## config.mk

```make
export PLATFORM = sky130hd
export DESIGN_NAME = tern_matvec_scheduler
export DESIGN_NICKNAME = d
export VERILOG_FILES = /design/src/rtl/tern_pkg.sv /design/src/rtl/tern_row_accumulator.sv /design/src/rtl/tern_matvec_scheduler.sv
export SDC_FILE = /design/constraint.sdc
export NUM_CORES = 1
export LEC_CHECK = 0
export ABC_AREA = 0
export CAP_MARGIN = 20
export CORE_ASPECT_RATIO = 0.9
export CORE_UTILIZATION = 35
export DETAILED_ROUTE_END_ITERATION = 8
export HOLD_SLACK_MARGIN = 0.02
export MAX_ROUTING_LAYER = met4
export PLACE_DENSITY = 0.53
export SLEW_MARGIN = 10
export SYNTH_ARGS = -nofsm -noshare
export SYNTH_HDL_FRONTEND = slang
export SYNTH_SLANG_ARGS = --single-unit
```

## constraint.sdc

```tcl
create_clock -name clk -period 4.95 [get_ports clk]
set_input_delay 0.495 -clock clk [delete_from_list [all_inputs] [get_ports clk]]
set_output_delay 0.495 -clock clk [all_outputs]
set_load 0.01 [all_outputs]
```

## src/rtl/tern_pkg.sv

```systemverilog
// Shared constants, FSM state type and saturation helper for the ternary mat-vec scheduler.
package tern_pkg;

   localparam int unsigned VEC_LEN   = 4096;
   localparam int unsigned CHUNK     = 256;
   localparam int unsigned NCHUNK    = VEC_LEN / CHUNK;
   localparam int unsigned ACC_W     = 20;
   localparam int unsigned CSUM_W    = 17;
   localparam int unsigned CHUNK_W   = $clog2(NCHUNK);
   // Wide enough that NCHUNK full-scale chunk sums can never wrap before saturation.
   localparam int unsigned ACC_INT_W = CSUM_W + CHUNK_W;
   localparam int unsigned ROW_W     = 12;
   localparam int unsigned NROWS_W   = 13;

   typedef enum logic [1:0] {
      StIdle,
      StReq,
      StWait,
      StOut
   } state_e;

   function automatic logic [ACC_W-1:0] sat_acc(input logic [ACC_INT_W-1:0] v);
      logic [ACC_W-1:0] r;
      if (!v[ACC_INT_W-1] && |v[ACC_INT_W-2:ACC_W-1]) begin
         r = {1'b0, {(ACC_W-1){1'b1}}};
      end else if (v[ACC_INT_W-1] && !(&v[ACC_INT_W-2:ACC_W-1])) begin
         r = {1'b1, {(ACC_W-1){1'b0}}};
      end else begin
         r = v[ACC_W-1:0];
      end
      return r;
   endfunction

endpackage

```

## src/rtl/tern_row_accumulator.sv

```systemverilog
// Row accumulator: clears, adds sign-extended chunk sums, and exposes the saturated next value.
module tern_row_accumulator
   import tern_pkg::*;
(
   input  logic              clk,
   input  logic              rst,
   input  logic              clr,
   input  logic              add,
   input  logic [CSUM_W-1:0] chunk_sum,
   output logic [ACC_W-1:0]  sat_next
);

   logic [ACC_INT_W-1:0] acc_q;
   logic [ACC_INT_W-1:0] acc_d;

   always_comb begin
      acc_d = acc_q;
      if (clr) begin
         acc_d = '0;
      end else if (add) begin
         acc_d = acc_q + {{(ACC_INT_W-CSUM_W){chunk_sum[CSUM_W-1]}}, chunk_sum};
      end
   end

   // Saturated view of the value being written this cycle, so the result register
   // can capture the final chunk's contribution on the same edge.
   assign sat_next = sat_acc(acc_d);

   always_ff @(posedge clk or posedge rst) begin
      if (rst) begin
         acc_q <= '0;
      end else begin
         acc_q <= acc_d;
      end
   end

endmodule

```

## src/rtl/tern_matvec_scheduler.sv

```systemverilog
// Walks rows and chunks of a ternary matrix-vector job, one outstanding datapath request at a time.
module tern_matvec_scheduler #(
   parameter int unsigned VEC_LEN = tern_pkg::VEC_LEN,
   parameter int unsigned CHUNK   = tern_pkg::CHUNK,
   parameter int unsigned ACC_W   = tern_pkg::ACC_W
) (
   input  logic                       clk,
   input  logic                       rst,
   input  logic                       start,
   input  logic [12:0]                n_rows,
   output logic                       busy,
   output logic                       done,
   output logic                       w_req_valid,
   input  logic                       w_req_ready,
   output logic [11:0]                w_req_row,
   output logic [3:0]                 w_req_chunk,
   input  logic                       chunk_sum_valid,
   input  logic [16:0]                chunk_sum,
   output logic                       res_valid,
   input  logic                       res_ready,
   output logic [11:0]                res_row,
   output logic [ACC_W-1:0]           res_data
);

   import tern_pkg::*;

   localparam int unsigned LastChunk = VEC_LEN / CHUNK - 1;

   state_e             state;
   logic [NROWS_W-1:0] n_rows_q;
   logic               last_row;
   logic               acc_clr;
   logic               acc_add;
   logic [ACC_W-1:0]   sat_next;

   assign last_row = ({1'b0, w_req_row} == n_rows_q - NROWS_W'(1));

   always_comb begin
      acc_clr = 1'b0;
      acc_add = 1'b0;
      case (state)
         StIdle:  acc_clr = start && (n_rows != '0);
         StWait:  acc_add = chunk_sum_valid;
         StOut:   acc_clr = res_ready;
         default: acc_clr = 1'b0;
      endcase
   end

   tern_row_accumulator u_acc (
      .clk       (clk),
      .rst       (rst),
      .clr       (acc_clr),
      .add       (acc_add),
      .chunk_sum (chunk_sum),
      .sat_next  (sat_next)
   );

   // w_req_row / w_req_chunk double as the row and chunk counters.
   always_ff @(posedge clk or posedge rst) begin
      if (rst) begin
         state       <= StIdle;
         busy        <= 1'b0;
         done        <= 1'b0;
         w_req_valid <= 1'b0;
         w_req_row   <= '0;
         w_req_chunk <= '0;
         res_valid   <= 1'b0;
         res_row     <= '0;
         res_data    <= '0;
         n_rows_q    <= '0;
      end else begin
         done <= 1'b0;
         case (state)
            StIdle: begin
               if (start) begin
                  if (n_rows != '0) begin
                     n_rows_q    <= n_rows;
                     w_req_row   <= '0;
                     w_req_chunk <= '0;
                     busy        <= 1'b1;
                     w_req_valid <= 1'b1;
                     state       <= StReq;
                  end else begin
                     done <= 1'b1;
                  end
               end
            end
            StReq: begin
               if (w_req_ready) begin
                  w_req_valid <= 1'b0;
                  state       <= StWait;
               end
            end
            StWait: begin
               if (chunk_sum_valid) begin
                  if (w_req_chunk != CHUNK_W'(LastChunk)) begin
                     w_req_chunk <= w_req_chunk + 4'd1;
                     w_req_valid <= 1'b1;
                     state       <= StReq;
                  end else begin
                     res_valid <= 1'b1;
                     res_row   <= w_req_row;
                     res_data  <= sat_next;
                     state     <= StOut;
                  end
               end
            end
            StOut: begin
               if (res_ready) begin
                  res_valid <= 1'b0;
                  if (!last_row) begin
                     w_req_row   <= w_req_row + 12'd1;
                     w_req_chunk <= '0;
                     w_req_valid <= 1'b1;
                     state       <= StReq;
                  end else begin
                     done  <= 1'b1;
                     busy  <= 1'b0;
                     state <= StIdle;
                  end
               end
            end
            default: state <= StIdle;
         endcase
      end
   end

endmodule
```

== After elaboration in Yosys (flattened, before gate mapping) ==
Index checks and enable logic that the tools add are counted.

* Muxes and demuxes: 46
* Add/sub/neg operators: 4
* Reductions and logical operators: 18
* Equality and inequality tests: 14
* Bitwise operators: 1

{| class="wikitable"
|+ Operators by type and width
! operator !! number
|-
| two-way mux 12 bit || 4
|-
| two-way mux 21 bit || 2
|-
| two-way mux 20 bit || 2
|-
| two-way mux 4 bit || 6
|-
| case mux 12 bit (2 select lines) || 1
|-
| adder 21 bit || 1
|-
| two-way mux 1 bit || 18
|-
| inequality test 2 bit (second input constant) || 9
|-
| AND reduction 5 bit || 3
|-
| AND reduction 7 bit || 2
|-
| equality test 12 x 13 -> 1 bit || 1
|-
| nonzero test 13 bit || 1
|-
| subtractor 13 x 1 -> 13 bit (second input constant) || 1
|-
| adder 12 x 1 -> 12 bit (second input constant) || 1
|-
| two-way mux 2 bit || 6
|-
| case mux 4 bit (3 select lines) || 1
|-
| case mux 1 bit (2 select lines) || 4
|-
| case mux 2 bit (4 select lines) || 1
|-
| AND reduction 3 bit || 2
|-
| adder 4 x 1 -> 4 bit (second input constant) || 1
|-
| equality test 2 bit (second input constant) || 2
|-
| inequality test 4 bit (second input constant) || 1
|-
| case mux 1 bit (4 select lines) || 1
|-
| AND reduction 4 bit || 1
|-
| 7 further kinds || 11
|}

* Flip-flop bits (word level): 88
* Word-level logic and storage cells: 94
* Bits of input ports: 36
* Output and inout port bits: 52

== Logic depth before layout (Yosys ltp) ==
* Depth after elaboration: 8
* Mapped depth: 12
* Gate-level depth less buffers: 11

== Cells and area by module ==
A second synthesis with hierarchy kept.

* Cells, all modules: 581
* Area total of the unflattened synthesis: 5748.0 µm²

{| class="wikitable"
|+ Modules (own cells, without submodules)
! module !! times used !! cells each !! area an instance (µm²) !! sequential area each (µm²)
|-
| tern_matvec_scheduler || 1 || 328 || 3579.7 || 1676.6
|-
| tern_row_accumulator || 1 || 253 || 2168.3 || 525.5
|}

== Least setup slack after synthesis ==
No wires, ideal clock.

* Path type: input -> register
* Start: input port chunk_sum[0]
* End: register res_data[16]
* Path slack: 1.706 ns
* Arrival time: 3.119 ns
* Cell stages on the path: 11
* Path buffers: 0
* Setup time: 0.125 ns
* Cell sequence: ha_1 -> fa_1 -> a211oi_1 -> o21ai_1 -> o31ai_2 -> a31oi_1 -> o41ai_2 -> mux2i_1 -> mux2i_1 -> maj3_1 -> mux2_2

* Word-level cells in the longest chain between the ends: 7

{| class="wikitable"
|+ RTL lines
! element !! RTL line !! text
|-
| from (decl) || tern_matvec_scheduler.sv:18 || <nowiki>input logic [16:0] chunk_sum,</nowiki>
|-
| adder 21 bit * || tern_row_accumulator.sv:21 || <nowiki>acc_d = acc_q + {{(ACC_INT_W-CSUM_W){chunk_sum[CSUM_W-1]}}, chunk_sum};</nowiki>
|-
| two-way mux 21 bit * || tern_row_accumulator.sv:20 || <nowiki>end else if (add) begin</nowiki>
|-
| two-way mux 21 bit * || tern_row_accumulator.sv:18 || <nowiki>if (clr) begin</nowiki>
|-
| logical NOT 1 bit || tern_pkg.sv:26 || <nowiki>end else if (v[ACC_INT_W-1] && !(&v[ACC_INT_W-2:ACC_W-1])) begin</nowiki>
|-
| logical AND 1 bit || tern_pkg.sv:26 ||
|-
| two-way mux 20 bit || tern_pkg.sv:26 ||
|-
| two-way mux 20 bit * || tern_pkg.sv:24 || <nowiki>if (!v[ACC_INT_W-1] && |v[ACC_INT_W-2:ACC_W-1]) begin</nowiki>
|-
| to (signal assigned) || tern_matvec_scheduler.sv:103 || <nowiki>res_data <= sat_next;</nowiki>
|-
| to (decl) || tern_matvec_scheduler.sv:22 || <nowiki>output logic [ACC_W-1:0] res_data</nowiki>
|}

Mark *: on every way between the ends. The rest lies on a longest branch, timed or not.
A chain may end at the register's enable or synchronous reset.

== Final worst setup path ==
* Start: input port chunk_sum[0]
* End: register res_data[12]

Same word-level chain as after synthesis.

==> flow_summary.yaml <==
drt:
  wire_per_inst_um: 16.79
  drtIter0Drc: 305
  drt-total-wl_um: 15080
  ant_nets: 0
  routed_via_density: 5.346
  drc: 0
  vias: 4801
  drt_pre_antenna_iters: 5
placed_design:
  hpwlAfterDp_um: 11150
  place.gp.congestion: 0.9251
  numPortBuffers: 87
  pre_cts_ws_ns: 0.8432
timing:
  rsz0062_at_grt: "false"
  skew_ns: 0.005833
  max_freq_ghz: 0.2686
  period_needed_ns: 3.723
  tightest_slew_ns: 0.9017
  setup_viol: 0
  finalMaxSlewViolations: 0
  hold_viol: 0
  finalSetupTns_ns: 0
  setup_slack_ns: 1.227
  finalCritPeriodShare_pct: 75.21
  slew_headroom_pct: 39.89
hold_path:
  hold_depth: 2
  min_to: "res_row[8]"
  worstHoldStart: "res_row[8]"
  hold_path.class: "reg2reg"
clock_network:
  clock_latency_ns: 0.34
  clk_path_buf_depth: 2
  post_cts.repair.setup_buffers: 0
  numCtsBuffers: 9
  holdBufCountCts: 0
  cts_tree: "yes"
  cts-root-buf: "clkbuf_16"
  htreeDepth: 3
  path_clk_slew_ns: 0.06
  cts-resized-gates: 0
  clkSinkCount: 88
global_routing:
  grt_pass1_vias: 4623
  antenna_found_initial: 0
  use_met2_pct: 29.26
  grt_overflow_total: 0
  met1_usage_pct: 28.46
  grtUsageTotal_pct: 19.94
  top_usage_layer: "met2"
  grt_start_max_net_pins: 51
  grt_pass1_wl_um: 24450
  use_met3_pct: 3.816
setup_path:
  worstPathRequired_ns: 5.22
  r2r-end: "res_data[12]"
  r2r_cells: 12
  worst-setup-path-type: "in2reg"
  reg2reg_from: "u_acc.acc_q[0]"
  end_kind: "flip-flop"
  startpoint_type: "input pin"
  cp_max_fo: 19
  r2r_setup_slack_ns: 1.42
  arrival_ns: 4.00
  crit_start: "chunk_sum[0]"
layout:
  fin_nets: 760
  area_growth_pct: 24.80
  n_fill_cell: 1474
  drive_above_1_share_pct: 8.286
  diodes: 0
logic_synthesis:
  synthAdderAreaFrac_pct: 6.974
  synth.avg_cell_area_um2: 8.897
  async_flop_share_pct: 100.0
  yosys.area_share.simple_pct: 20.53
  ys_warn_count: 0
  syn-num-nets: 678
  synth_seq_cells: 88
  syn_area_mm2: 0.005454
  synth_xor_area_share_pct: 5.139
  synth_compound_area_share_pct: 20.44
  postSynthCellCount: 613
  synth.top_cells.by_area: "dfrtp_1, nand2_1, ha_1"
  yosys.area.top_type: "dfrtp_1"
  synthMuxAreaShare_pct: 3.441
  ys_types: 65
  synth_edf_count: 0
  synth_top_area_share_pct: 40.38
  synth_ff_type: "dfrtp_1"
  synth-seq-area-share_pct: 40.38
  synth_top_family_by_area: "simple AND/OR/NAND/NOR gates"
job:
  drv_cap: 0
floorplanning:
  core_mm2: 0.01498
  initial_core_util_pct: 36.42
  dieWidth_um: 133.6
  num_rows: 42
  die-area_mm2: 0.01609
  ioPinCount: 88
  die_height_um: 120.4
power_and_ir_drop:
  vdd_drop_max_mv: 0.2176
  p_leak_nw: 2.987
  power_density_mw_per_mm2: 485.4
outcome:
  status: "finished, final reports clean"
==> Yosys cell counts, types with 2 or more instances <==
| cell type | number |
|---|---|
| dfrtp_1 | 88 |
| or2_2 | 2 |
| xnor2_1 | 18 |
| o31ai_1 | 2 |
| mux2i_1 | 3 |
| and3_1 | 11 |
| nor2b_1 | 2 |
| o21bai_1 | 2 |
| nor4_1 | 2 |
| a31oi_1 | 3 |
| inv_1 | 18 |
| or3_4 | 2 |
| nor2_1 | 28 |
| o2bb2ai_1 | 3 |
| and2_1 | 5 |
| o21a_1 | 4 |
| o211ai_1 | 5 |
| buf_2 | 3 |
| nand2_1 | 94 |
| mux2_2 | 14 |
| nor3_1 | 11 |
| buf_4 | 2 |
| a21oi_1 | 48 |
| a211oi_1 | 10 |
| a21boi_1 | 3 |
| nand4_1 | 10 |
| o21ai_0 | 48 |
| o211ai_2 | 2 |
| a211o_1 | 3 |
| o21ai_1 | 21 |
| a21o_1 | 11 |
| nand2b_1 | 6 |
| clkbuf_1 | 18 |
| nand3_1 | 31 |
| or3_1 | 7 |
| xor2_1 | 14 |
| a41oi_1 | 2 |
| ha_1 | 28 |
| nand4b_1 | 3 |
==> how the worst max path moves through the flow <==
stage	endpoint	slack (ns)	cells past startpoint
after floorplan	res_data[16]	1.71	11
after global placement	res_data[13]	0.97	13
after detailed placement	res_data[12]	0.84	13
after CTS	res_data[12]	1.21	13
after global routing	res_data[13]	0.91	13
final	res_data[12]	1.23	13
==> power breakdown <==
group	internal (mW)	switching, mW	total, mW
combinational	0.642	0.983	1.63
sequential	0.872	0.170	1.04
clock	0.350	0.286	0.636
==> cells in the final DEF (no fill, tap or decap), types with 4 or more instances in the layout <==
master           count
a211oi_1            10
a21o_1              11
a21oi_1             48
and2_1               5
and3_1              11
buf_4                8
clkbuf_16            9
clkdlybuf4s50_1     87
clkinv_2             5
dfrtp_1             88
ha_1                28
inv_1               17
mux2_2              14
nand2_1             94
nand2b_1             6
nand3_1             31
nand4_1             10
nor2_1              28
nor3_1              11
o211ai_1             5
o21a_1               4
o21ai_0             48
o21ai_1             21
or3_1                7
xnor2_1             18
xor2_1              14
==> flip-flops by register name, summed over array words and instances (netlist names), 2 cells and up <==
name	count
w_req_chunk	4
n_rows_q	13
w_req_row	12
res_row	12
u_acc.acc_q	21
state	2
res_data	20
==> layout make-up <==
class                      count  area, um^2  share of cell area [%]
clock buffer                  10       239.0                   3.511
tap                          198       247.7                   3.640
timing repair buffer          95       930.9                   13.68
inverter                      18       68.82                   1.011
clock inverter                 6       35.03                  0.5147
multi-input combinational    483        3083                   45.29
sequential                    88        2202                   32.35
==> cells by family (layout without fill, tap and decap cells) <==
logic type      after synthesis  after routing
simple gates                225            225
compound gates              179            179
flops                        88             88
buf+inv                      42            129
xor+xnor                     32             32
fa+ha+maj                    30             30
mux                          17             17
==> worst max-delay path: stages <==
cell             delay (ns)
clkdlybuf4s50_1        0.41
ha_1                   0.25
fa_1                   0.44
a211oi_1               0.23
o21ai_1                0.19
o31ai_2                0.35
a31oi_1                0.19
o41ai_2                0.26
mux2i_1                0.25
mux2i_1                0.37
buf_4                  0.32
nand3_1                0.13
nand3_1                0.11
==> metal layers <==
metal  up-vias  wire (um)
li1       2368          -
met1      2306       7698
met2       119       6697
met3         8        580
met4         0         99
met5         -          0
==> per-stage QoR <==
stage / power, mW / hold WS [ns] / util (%) / instance area [um^2] / instances
floorplan: 2.223 / 0.5011 / - / 5454 / 613
global placement: 2.614 / 0.4597 / 43.62 / 6533 / 882
detailed placement: 2.653 / 0.4624 / 43.62 / 6533 / 882
CTS: 3.309 / 0.4784 / 45.45 / 6807 / 898
global route: 3.549 / 0.4856 / 45.45 / 6807 / 898
finish: 3.304 / 0.4694 / 45.45 / 6807 / 898
Power figures use the tool's default switching activity.
